==> config.mk <==
export PLATFORM = sky130hd
export DESIGN_NAME = vend_credit_ctrl
export DESIGN_NICKNAME = d
export VERILOG_FILES = /design/src/rtl/vend_pkg.sv /design/src/rtl/vend_edge_sync.sv /design/src/rtl/vend_credit_ctrl.sv
export SDC_FILE = /design/constraint.sdc
export NUM_CORES = 1
export LEC_CHECK = 0
export CAP_MARGIN = 20
export CORE_AREA = 2 2 57 59
export CTS_CLUSTER_DIAMETER = 40
export DETAILED_ROUTE_END_ITERATION = 8
export DIE_AREA = 0 0 59 61
export PLACE_DENSITY = 0.84
export SLEW_MARGIN = 20
export SYNTH_ARGS = -nofsm -noshare
export SYNTH_HDL_FRONTEND = slang
export SYNTH_SLANG_ARGS = --single-unit
==> constraint.sdc <==
create_clock -name clk -period 2.3 [get_ports clk]
set_input_delay 0.345 -clock clk [delete_from_list [all_inputs] [get_ports clk]]
set_output_delay 0.345 -clock clk [all_outputs]
set_load 0.01 [all_outputs]
==> src/rtl/vend_pkg.sv <==
// Shared types and coin values for the vending-machine credit controller.
package vend_pkg;

  typedef enum logic [2:0] {
    IDLE,
    CREDIT,
    VEND,
    CHANGE,
    DONE
  } vend_state_t;

  localparam int COIN5_VAL  = 5;
  localparam int COIN10_VAL = 10;

  // Coins landing in the same cycle are credited (or rejected) as one sum.
  function automatic int coin_sum(input logic coin5, input logic coin10);
    return (coin5 ? COIN5_VAL : 0) + (coin10 ? COIN10_VAL : 0);
  endfunction

endpackage

==> src/rtl/vend_edge_sync.sv <==
// Two-flop synchroniser for a raw asynchronous level, followed by a
// rising-edge detector that yields a single-cycle event pulse.
module vend_edge_sync (
  input  logic clk,
  input  logic rst_n,
  input  logic i_async,
  output logic o_pulse
);

  logic r_meta;
  logic r_sync;
  logic r_syncDly;

  always_ff @(posedge clk or negedge rst_n) begin
    if (!rst_n) begin
      r_meta    <= 1'b0;
      r_sync    <= 1'b0;
      r_syncDly <= 1'b0;
    end else begin
      r_meta    <= i_async;
      r_sync    <= r_meta;
      r_syncDly <= r_sync;
    end
  end

  assign o_pulse = r_sync & ~r_syncDly;

endmodule

==> src/rtl/vend_credit_ctrl.sv <==
// Coin-credit controller: accumulates coin credit, vends, hands out change.
// Optional idle auto-refund is built when VEND_TIMEOUT_EN is defined.
module vend_credit_ctrl
  import vend_pkg::*;
#(
  parameter int PRICE       = 15,
  parameter int CREDIT_W    = 6,
  parameter int TIMEOUT_CYC = 1000
) (
  input  logic                clk,
  input  logic                rst_n,
  input  logic                coin5_i,
  input  logic                coin10_i,
  input  logic                sel_i,
  input  logic                cancel_i,
  input  logic                change_ack_i,
  output logic [CREDIT_W-1:0] credit_o,
  output logic                dispense_o,
  output logic                coin_rej_o,
  output logic                change_vld_o,
  output logic [CREDIT_W-1:0] change_amt_o,
  output logic                done_o,
  output logic                busy_o
);

  localparam int SUM_W = CREDIT_W + 1;
  localparam logic [SUM_W-1:0]    CREDIT_MAX = SUM_W'((1 << CREDIT_W) - 1);
  localparam logic [CREDIT_W-1:0] PRICE_V    = CREDIT_W'(PRICE);

  logic w_coin5Evt;
  logic w_coin10Evt;
  logic w_selEvt;
  logic w_cancelEvt;

  vend_edge_sync u_syncCoin5 (
    .clk     (clk),
    .rst_n   (rst_n),
    .i_async (coin5_i),
    .o_pulse (w_coin5Evt)
  );

  vend_edge_sync u_syncCoin10 (
    .clk     (clk),
    .rst_n   (rst_n),
    .i_async (coin10_i),
    .o_pulse (w_coin10Evt)
  );

  vend_edge_sync u_syncSel (
    .clk     (clk),
    .rst_n   (rst_n),
    .i_async (sel_i),
    .o_pulse (w_selEvt)
  );

  vend_edge_sync u_syncCancel (
    .clk     (clk),
    .rst_n   (rst_n),
    .i_async (cancel_i),
    .o_pulse (w_cancelEvt)
  );

  vend_state_t         r_state;
  vend_state_t         w_stateNext;
  logic [CREDIT_W-1:0] r_credit;
  logic [CREDIT_W-1:0] w_creditNext;
  logic [CREDIT_W-1:0] r_change;
  logic [CREDIT_W-1:0] w_changeNext;
  logic                r_coinRej;
  logic                w_coinRejNext;
  logic                w_timeoutHit;

  logic                w_coinAny;
  logic [SUM_W-1:0]    w_coinSum;
  logic [SUM_W-1:0]    w_creditSum;
  logic                w_coinFits;

  // The sum is formed one bit wider than credit so overflow is visible.
  assign w_coinAny   = w_coin5Evt | w_coin10Evt;
  assign w_coinSum   = SUM_W'(coin_sum(w_coin5Evt, w_coin10Evt));
  assign w_creditSum = {1'b0, r_credit} + w_coinSum;
  assign w_coinFits  = (w_creditSum <= CREDIT_MAX);

`ifdef VEND_TIMEOUT_EN
  localparam int TIMER_W = (TIMEOUT_CYC > 1) ? $clog2(TIMEOUT_CYC) : 1;

  logic [TIMER_W-1:0] r_timer;

  // Only an accepted coin counts as activity; rejected coins and ignored
  // selects leave the refund countdown running.
  always_ff @(posedge clk or negedge rst_n) begin
    if (!rst_n) begin
      r_timer <= '0;
    end else if (r_state != CREDIT || w_stateNext != CREDIT ||
                 (w_coinAny && !w_coinRejNext)) begin
      r_timer <= '0;
    end else begin
      r_timer <= r_timer + TIMER_W'(1);
    end
  end

  assign w_timeoutHit = (r_state == CREDIT) &&
                        (r_timer == TIMER_W'(TIMEOUT_CYC - 1));
`else
  assign w_timeoutHit = 1'b0;
`endif

  always_ff @(posedge clk or negedge rst_n) begin
    if (!rst_n) begin
      r_state   <= IDLE;
      r_credit  <= '0;
      r_change  <= '0;
      r_coinRej <= 1'b0;
    end else begin
      r_state   <= w_stateNext;
      r_credit  <= w_creditNext;
      r_change  <= w_changeNext;
      r_coinRej <= w_coinRejNext;
    end
  end

  // In CREDIT the priority is cancel, then a valid select, then coins, then
  // timeout; coins arriving alongside a cancel or vend are turned away.
  always_comb begin
    w_stateNext   = r_state;
    w_creditNext  = r_credit;
    w_changeNext  = r_change;
    w_coinRejNext = 1'b0;

    case (r_state)
      IDLE: begin
        if (w_coinAny) begin
          if (w_coinFits) begin
            w_creditNext = w_creditSum[CREDIT_W-1:0];
            w_stateNext  = CREDIT;
          end else begin
            w_coinRejNext = 1'b1;
          end
        end
      end

      CREDIT: begin
        if (w_cancelEvt) begin
          w_changeNext  = r_credit;
          w_creditNext  = '0;
          w_coinRejNext = w_coinAny;
          w_stateNext   = CHANGE;
        end else if (w_selEvt && (r_credit >= PRICE_V)) begin
          w_coinRejNext = w_coinAny;
          w_stateNext   = VEND;
        end else if (w_coinAny && w_coinFits) begin
          w_creditNext = w_creditSum[CREDIT_W-1:0];
        end else begin
          w_coinRejNext = w_coinAny;
          if (w_timeoutHit) begin
            w_changeNext = r_credit;
            w_creditNext = '0;
            w_stateNext  = CHANGE;
          end
        end
      end

      VEND: begin
        w_coinRejNext = w_coinAny;
        w_changeNext  = r_credit - PRICE_V;
        w_creditNext  = '0;
        w_stateNext   = (r_credit != PRICE_V) ? CHANGE : DONE;
      end

      CHANGE: begin
        w_coinRejNext = w_coinAny;
        if (change_ack_i) begin
          w_stateNext = DONE;
        end
      end

      DONE: begin
        w_coinRejNext = w_coinAny;
        w_changeNext  = '0;
        w_stateNext   = IDLE;
      end

      default: begin
        w_stateNext = IDLE;
      end
    endcase
  end

  assign credit_o     = r_credit;
  assign change_amt_o = r_change;
  assign coin_rej_o   = r_coinRej;
  assign dispense_o   = (r_state == VEND);
  assign change_vld_o = (r_state == CHANGE);
  assign done_o       = (r_state == DONE);
  assign busy_o       = (r_state != IDLE);

endmodule

# Word-level counts from Yosys, hierarchy flattened
# Cells that the tools add are included.
# word_totals
ff_bits	28
elab_cells	75
# op_classes
addsub	3
magnitude_cmp	2
eq_ne	12
muxes	23
n_bitwise	9
reduce_logical	10
# op_table
op	n
6-bit 2-to-1 mux	6
6-bit one-hot mux with 3 select lines	2
3-bit 2-to-1 mux	7
3-bit one-hot mux with 4 select lines	1
3-bit by 2-bit inequality test with 1-bit output, second input constant	3
3-bit nonzero test	3
6-bit by 5-bit adder with 7-bit output	1
7-bit by 6-bit less-or-equal comparator with 1-bit output, second input constant	1
3-bit by 2-bit == test with 1-bit output, second input constant	2
6-bit by 4-bit greater-or-equal comparator with 1-bit output, second input constant	1
2-bit inequality test, second input constant	3
6-bit by 4-bit inequality test with 1-bit output, second input constant	1
6-bit by 4-bit subtractor with 6-bit output, second input constant	1
3-bit by 4-bit adder with 5-bit output	1
1-bit 2-to-1 mux	5
5-bit AND reduction	1
1-bit bitwise AND	4
4-bit 2-to-1 mux	1
1-bit inverter	4
4-bit AND reduction	1
3-bit by 1-bit == test with 1-bit output, second input constant	1
3-bit == test, second input constant	1
3-bit zero test	1
1-bit one-hot mux with 3 select lines	1
5 further kinds	6

# Longest topological paths before layout
# logic_depth
word_depth	11
depth_mapped	9
depth_no_buf	8

# Cells and area by module
# Synthesis repeated with hierarchy kept, for this count alone.
# hier_totals
cells_unflattened	139
area_unflattened_um2	1483.9
# modules_own_cells
mod	instances	cells_per_inst	area_each_um2
vend_credit_ctrl	1	123	1128.6
vend_edge_sync	4	4	88.8

# Worst setup path before layout
# OpenSTA, ideal clock, no wires.
# synth_path
path_type	register to register
startpoint	register u_syncCoin5.r_sync
endpoint	register r_credit[5], in the netlist credit_o[5]
arrival_time_ns	1.918
required_time_ns	2.178
setup_slack_ns	0.261
stages_incl_launch_ff	10
period_less_slack_ns	2.039
path_cell_list	dfrtp_1 and2b_2 buf_6 ha_1 ha_1 a221oi_2 a211oi_2 a31oi_4 o21ai_2 a32o_1
# synth_via
elab_chain_cells	8
elab_cells_between_ends	17
cone_classes	add/sub: 2; order compare: 1; eq/ne: 3; mux: 7; bitwise: 2; reduce/logical: 2
# synth_lines
element	line	rtl
start, declared	vend_edge_sync.sv:11	logic r_sync;
start signal, assigned	vend_edge_sync.sv:21	r_sync <= r_meta;
1-bit bitwise AND (*)	vend_edge_sync.sv:26	assign o_pulse = r_sync & ~r_syncDly;
3-bit 2-to-1 mux	vend_pkg.sv:17	return (coin5 ? COIN5_VAL : 0) + (coin10 ? COIN10_VAL : 0);
3-bit by 4-bit adder with 5-bit output	vend_pkg.sv:17	
6-bit by 5-bit adder with 7-bit output	vend_credit_ctrl.sv:81	assign w_creditSum = {1'b0, r_credit} + w_coinSum;
7-bit by 6-bit less-or-equal comparator with 1-bit output / 6-bit 2-to-1 mux (equally long branches)	vend_credit_ctrl.sv:82, vend_credit_ctrl.sv:151	
1-bit logical AND / 6-bit 2-to-1 mux (equally long branches)	vend_credit_ctrl.sv:151, vend_credit_ctrl.sv:148	
3-bit by 2-bit inequality test with 1-bit output (no line) / 6-bit 2-to-1 mux (equally long branches)	n/a	
5-bit AND reduction (no line) / 6-bit one-hot mux with 3 select lines (equally long branches)	n/a	
end signal, assigned	vend_credit_ctrl.sv:116	r_credit <= w_creditNext;
end, declared	vend_credit_ctrl.sv:65	logic [CREDIT_W-1:0] r_credit;
# Every way passes the cells marked *; elsewhere a longest branch is shown, timed or not. The select of a mux whose other input is x is not followed.
# A chain may end at the register's enable or synchronous reset.

# Final worst setup path
# layout_path
startpoint	register r_state[1]
endpoint	output done_o
# layout_via
elab_chain_cells	1
# layout_lines
element	line	rtl
start, declared	vend_credit_ctrl.sv:63	vend_state_t r_state;
start signal, assigned	vend_credit_ctrl.sv:115	r_state <= w_stateNext;
3-bit == test	vend_credit_ctrl.sv:194	assign done_o = (r_state == DONE);
end, declared	vend_credit_ctrl.sv:22	output logic done_o,
# No other way between the ends.

==> reports/summary.txt <==
========================================================================================================
FMAX ......................................................................................    0.455 GHz
Longest Clk Path Bufs .....................................................................            2
Iteration-0 DRC Markers ...................................................................           53
Standard-cell rows ........................................................................           20
Die H .....................................................................................        61 µm
Synth Instances ...........................................................................          161
Die Footprint .............................................................................     3600 µm²
Final RePlAce weighted congestion .........................................................        0.863
Clock tree from TritonCTS .................................................................        built
Kind of path behind the tightest hold check ...............................................      reg2reg
Number of antenna violations at the first check in global routing .........................            0
Flop and latch count out of synthesis .....................................................           28
Fillcell total ............................................................................          262
Start-to-end type of the worst setup path .................................................      reg2out
Kind of end point of the critical path ....................................................   output pin
Power density normalized to cell area .....................................................  1100 nW/µm²
Estimated wirelength of the detail-placed design ..........................................      2.41 mm
Sinks on the clock net ....................................................................           28
Via count of the first global-routing pass ................................................         1187
Post-CTS clock slew at the launch and capture registers of the worst setup and hold paths .      0.15 ns
Avg Cell Area, Syn ........................................................................     9.58 µm²
Worst IR drop on VDD ......................................................................     0.587 mV
Unrepaired setup endpoints after global routing ...........................................           no
Async set-reset flop share out of synthesis ...............................................         100%
Total Routing Usage GR ....................................................................        20.4%
CP required ...............................................................................      1.96 ns
Register Area .............................................................................      703 µm²
Detailed-route DRC error count ............................................................            0
Number of hold buffers added after CTS ....................................................            0
Count of pins over their slew limit .......................................................            0
Layout area overhead ......................................................................        19.5%
I/O pin cnt ...............................................................................           24
Result of the run ......................................................................... finished, final reports clean
Worst-margin pin slew .....................................................................     0.453 ns
Antenna Nets Post-Route ...................................................................            0
Top fanout value on the critical path .....................................................           12
Clk_lat worst skew ........................................................................      0.33 ns
Count of final setup violators ............................................................            0
Element type at the critical path start ...................................................         flop
Leak Pwr ..................................................................................     0.771 nW
Starting Density ..........................................................................        52.2%
Detailed-route wire length per cell .......................................................      14.9 µm
Cell area after synthesis .................................................................     1540 µm²
Most Crowded Layer GR .....................................................................         met2
Worst slack on hold paths .................................................................     0.366 ns
Proportion of synthesized chip area in sequential cells ...................................        45.4%
Most frequently used flop master after synthesis ..........................................      dfrtp_1
Count of nets after finishing .............................................................          196
Multi-input combinational cell area .......................................................      739 µm²
Via density per instance ..................................................................         5.79
Count of different cell masters after synthesis ...........................................           48
Number of input and output port buffers inserted ..........................................           23
Overall die width .........................................................................        59 µm
GR met2 Demand/Resource ...................................................................        34.0%
Number of enable-type register cells in the synthesized netlist ...........................            0
Remaining Overflow, GRT ...................................................................            0
Worst slew slack as a fraction of its limit ...............................................        69.7%
Final cycle utilization of the critical path ..............................................        95.5%
Number of buffers inserted during clock tree synthesis ....................................            3
Root buffer cell ..........................................................................     clkbuf_4
Pin count of the biggest net entering global routing ......................................           29
Number of hold-slack violations in the final timing report ................................            0
Total negative slack ......................................................................         0 ns
Synthesized Nets ..........................................................................          171
Global routing usage on met3 ..............................................................        2.99%
Routed via count ..........................................................................         1263
Warnings from Yosys .......................................................................            0
Number of search-and-repair iterations in the first detailed-routing pass .................            4
Routed wire length ........................................................................      3.24 mm
Met1 track demand over resource in global routing .........................................        27.8%
Post-CTS Setup Inserts ....................................................................            0
Data arrival time at the worst-slack endpoint .............................................      1.85 ns
Core area .................................................................................     2950 µm²
Final critical path time including I/O delays and setup ...................................      2.20 ns
Number of antenna cells inserted ..........................................................            0
H-tree depth ..............................................................................            1
Max-Cap Viols .............................................................................            0
Global-route wire length before repair ....................................................      5.57 mm
Skew final ................................................................................   0.00615 ns
Share of layout cells above drive strength 1 ..............................................        14.6%
========================================================================================================
==> power by group <==
part,leakage [nW],switching (W),internal (W),total [W]
Sequential,0.345,0.000208,0.000609,0.000817
Clock,0.0210,0.000141,0.0000970,0.000238
Combinational,0.404,0.000468,0.000500,0.000968
Total,0.771,0.000816,0.00121,0.00202
==> synth_stat cells, types with 4 or more instances <==
cell type / n / area, µm²
dfrtp_1: 28 / 701
o21ai_0: 18 / 90.1
nand2_1: 12 / 45.0
a21oi_1: 11 / 55.1
nor2_1: 11 / 41.3
inv_1: 9 / 33.8
nand3_1: 6 / 30.0
clkbuf_1: 4 / 15.0
nand2b_1: 4 / 25.0
==> cells in the final DEF (no fill, tap or decap), types with 2 or more instances in the layout <==
cell type	n
nand3_1	6
maj3_1	2
nand4_1	2
nand2b_1	4
a221oi_1	2
nor2_1	11
o21ai_2	2
inv_1	9
a31o_2	2
dfrtp_1	26
o2bb2ai_1	3
xnor2_1	2
clkbuf_4	3
ha_1	3
dfrtp_2	2
o21ai_0	18
clkdlybuf4s50_1	23
nor3_1	3
nand2_1	12
nand3b_1	3
a21oi_1	11
mux2_2	2
buf_4	8
==> critical path, cell delays in order (launching register included) <==
cell             delay [ns]
dfrtp_2                0.51
inv_1                  0.22
nand3_1                0.13
inv_1                  0.11
clkdlybuf4s50_1        0.54
==> what timing repair did <==
item,4_1_cts,5_1_grt
endpoints found under the setup margin,0,3
gates resized for setup,0,2
hold endpoints to repair,0,0
==> logic make-up (layout without fill, tap and decap cells) <==
logic type	after synthesis	after routing	synth area share (%)
AOI/OAI and AO/OA	52	52	23.5
xor gates and xnor gates	2	2	1.14
adders and majority gates	5	5	3.73
buffers and inverters	20	44	6.65
DFF	28	28	45.4
muxes	3	3	2.11
and+or+nand+nor	51	51	17.4
==> registers in the layout, summed over array words and instances (netlist names) <==
signal,cells
u_syncSel.r_sync,1
u_syncCoin10.r_meta,1
u_syncSel.r_meta,1
u_syncCancel.r_meta,1
u_syncCancel.r_syncDly,1
u_syncSel.r_syncDly,1
u_syncCancel.r_sync,1
u_syncCoin5.r_syncDly,1
u_syncCoin5.r_sync,1
r_state,3
u_syncCoin5.r_meta,1
change_amt_o,6
coin_rej_o,1
u_syncCoin10.r_syncDly,1
u_syncCoin10.r_sync,1
credit_o,6
==> through the flow <==
stage	instances	setup slack [ns]	util (%)	instance area, µm²	power, W
detailed placement	214	0.265	61.1	1810	0.00179
floorplan	161	0.261	-	1540	0.00141
finish	218	0.104	62.5	1840	0.00202
global placement	214	0.292	61.1	1810	0.00176
global route	218	0.0142	62.5	1840	0.00219
CTS	218	0.00473	62.4	1840	0.00203
==> area by class of cell <==
class	instances	area share (%)
sequential	28	38.1
timing repair buffer	31	15.7
tap	33	2.24
multi-input combinational	113	40.1
clock buffer	4	1.97
inverter	9	1.83
==> layer usage <==
metal / vias to the layer above / part of all wire, %
li1: 624 / -
met1: 602 / 46
met2: 33 / 48
met3: 4 / 4.9
met4: 0 / 0.93
met5: - / 0
==> worst paths after layout <==
check | end | cells after the start | startpoint | slack (ns)
setup / recovery | done_o | 4 | r_state[1] | 0.10
hold / removal | u_syncCoin5.r_sync | 0 | u_syncCoin5.r_meta | 0.37
max in group asynchronous | r_state[0] | 2 | rst_n | 1.65
setup reg to reg | credit_o[5] | 7 | credit_o[0] | 0.25
min in group asynchronous | change_amt_o[0] | 2 | rst_n | 0.38
hold reg to reg | u_syncCoin5.r_sync | 0 | u_syncCoin5.r_meta | 0.37
(Power assumes the default switching activity.)
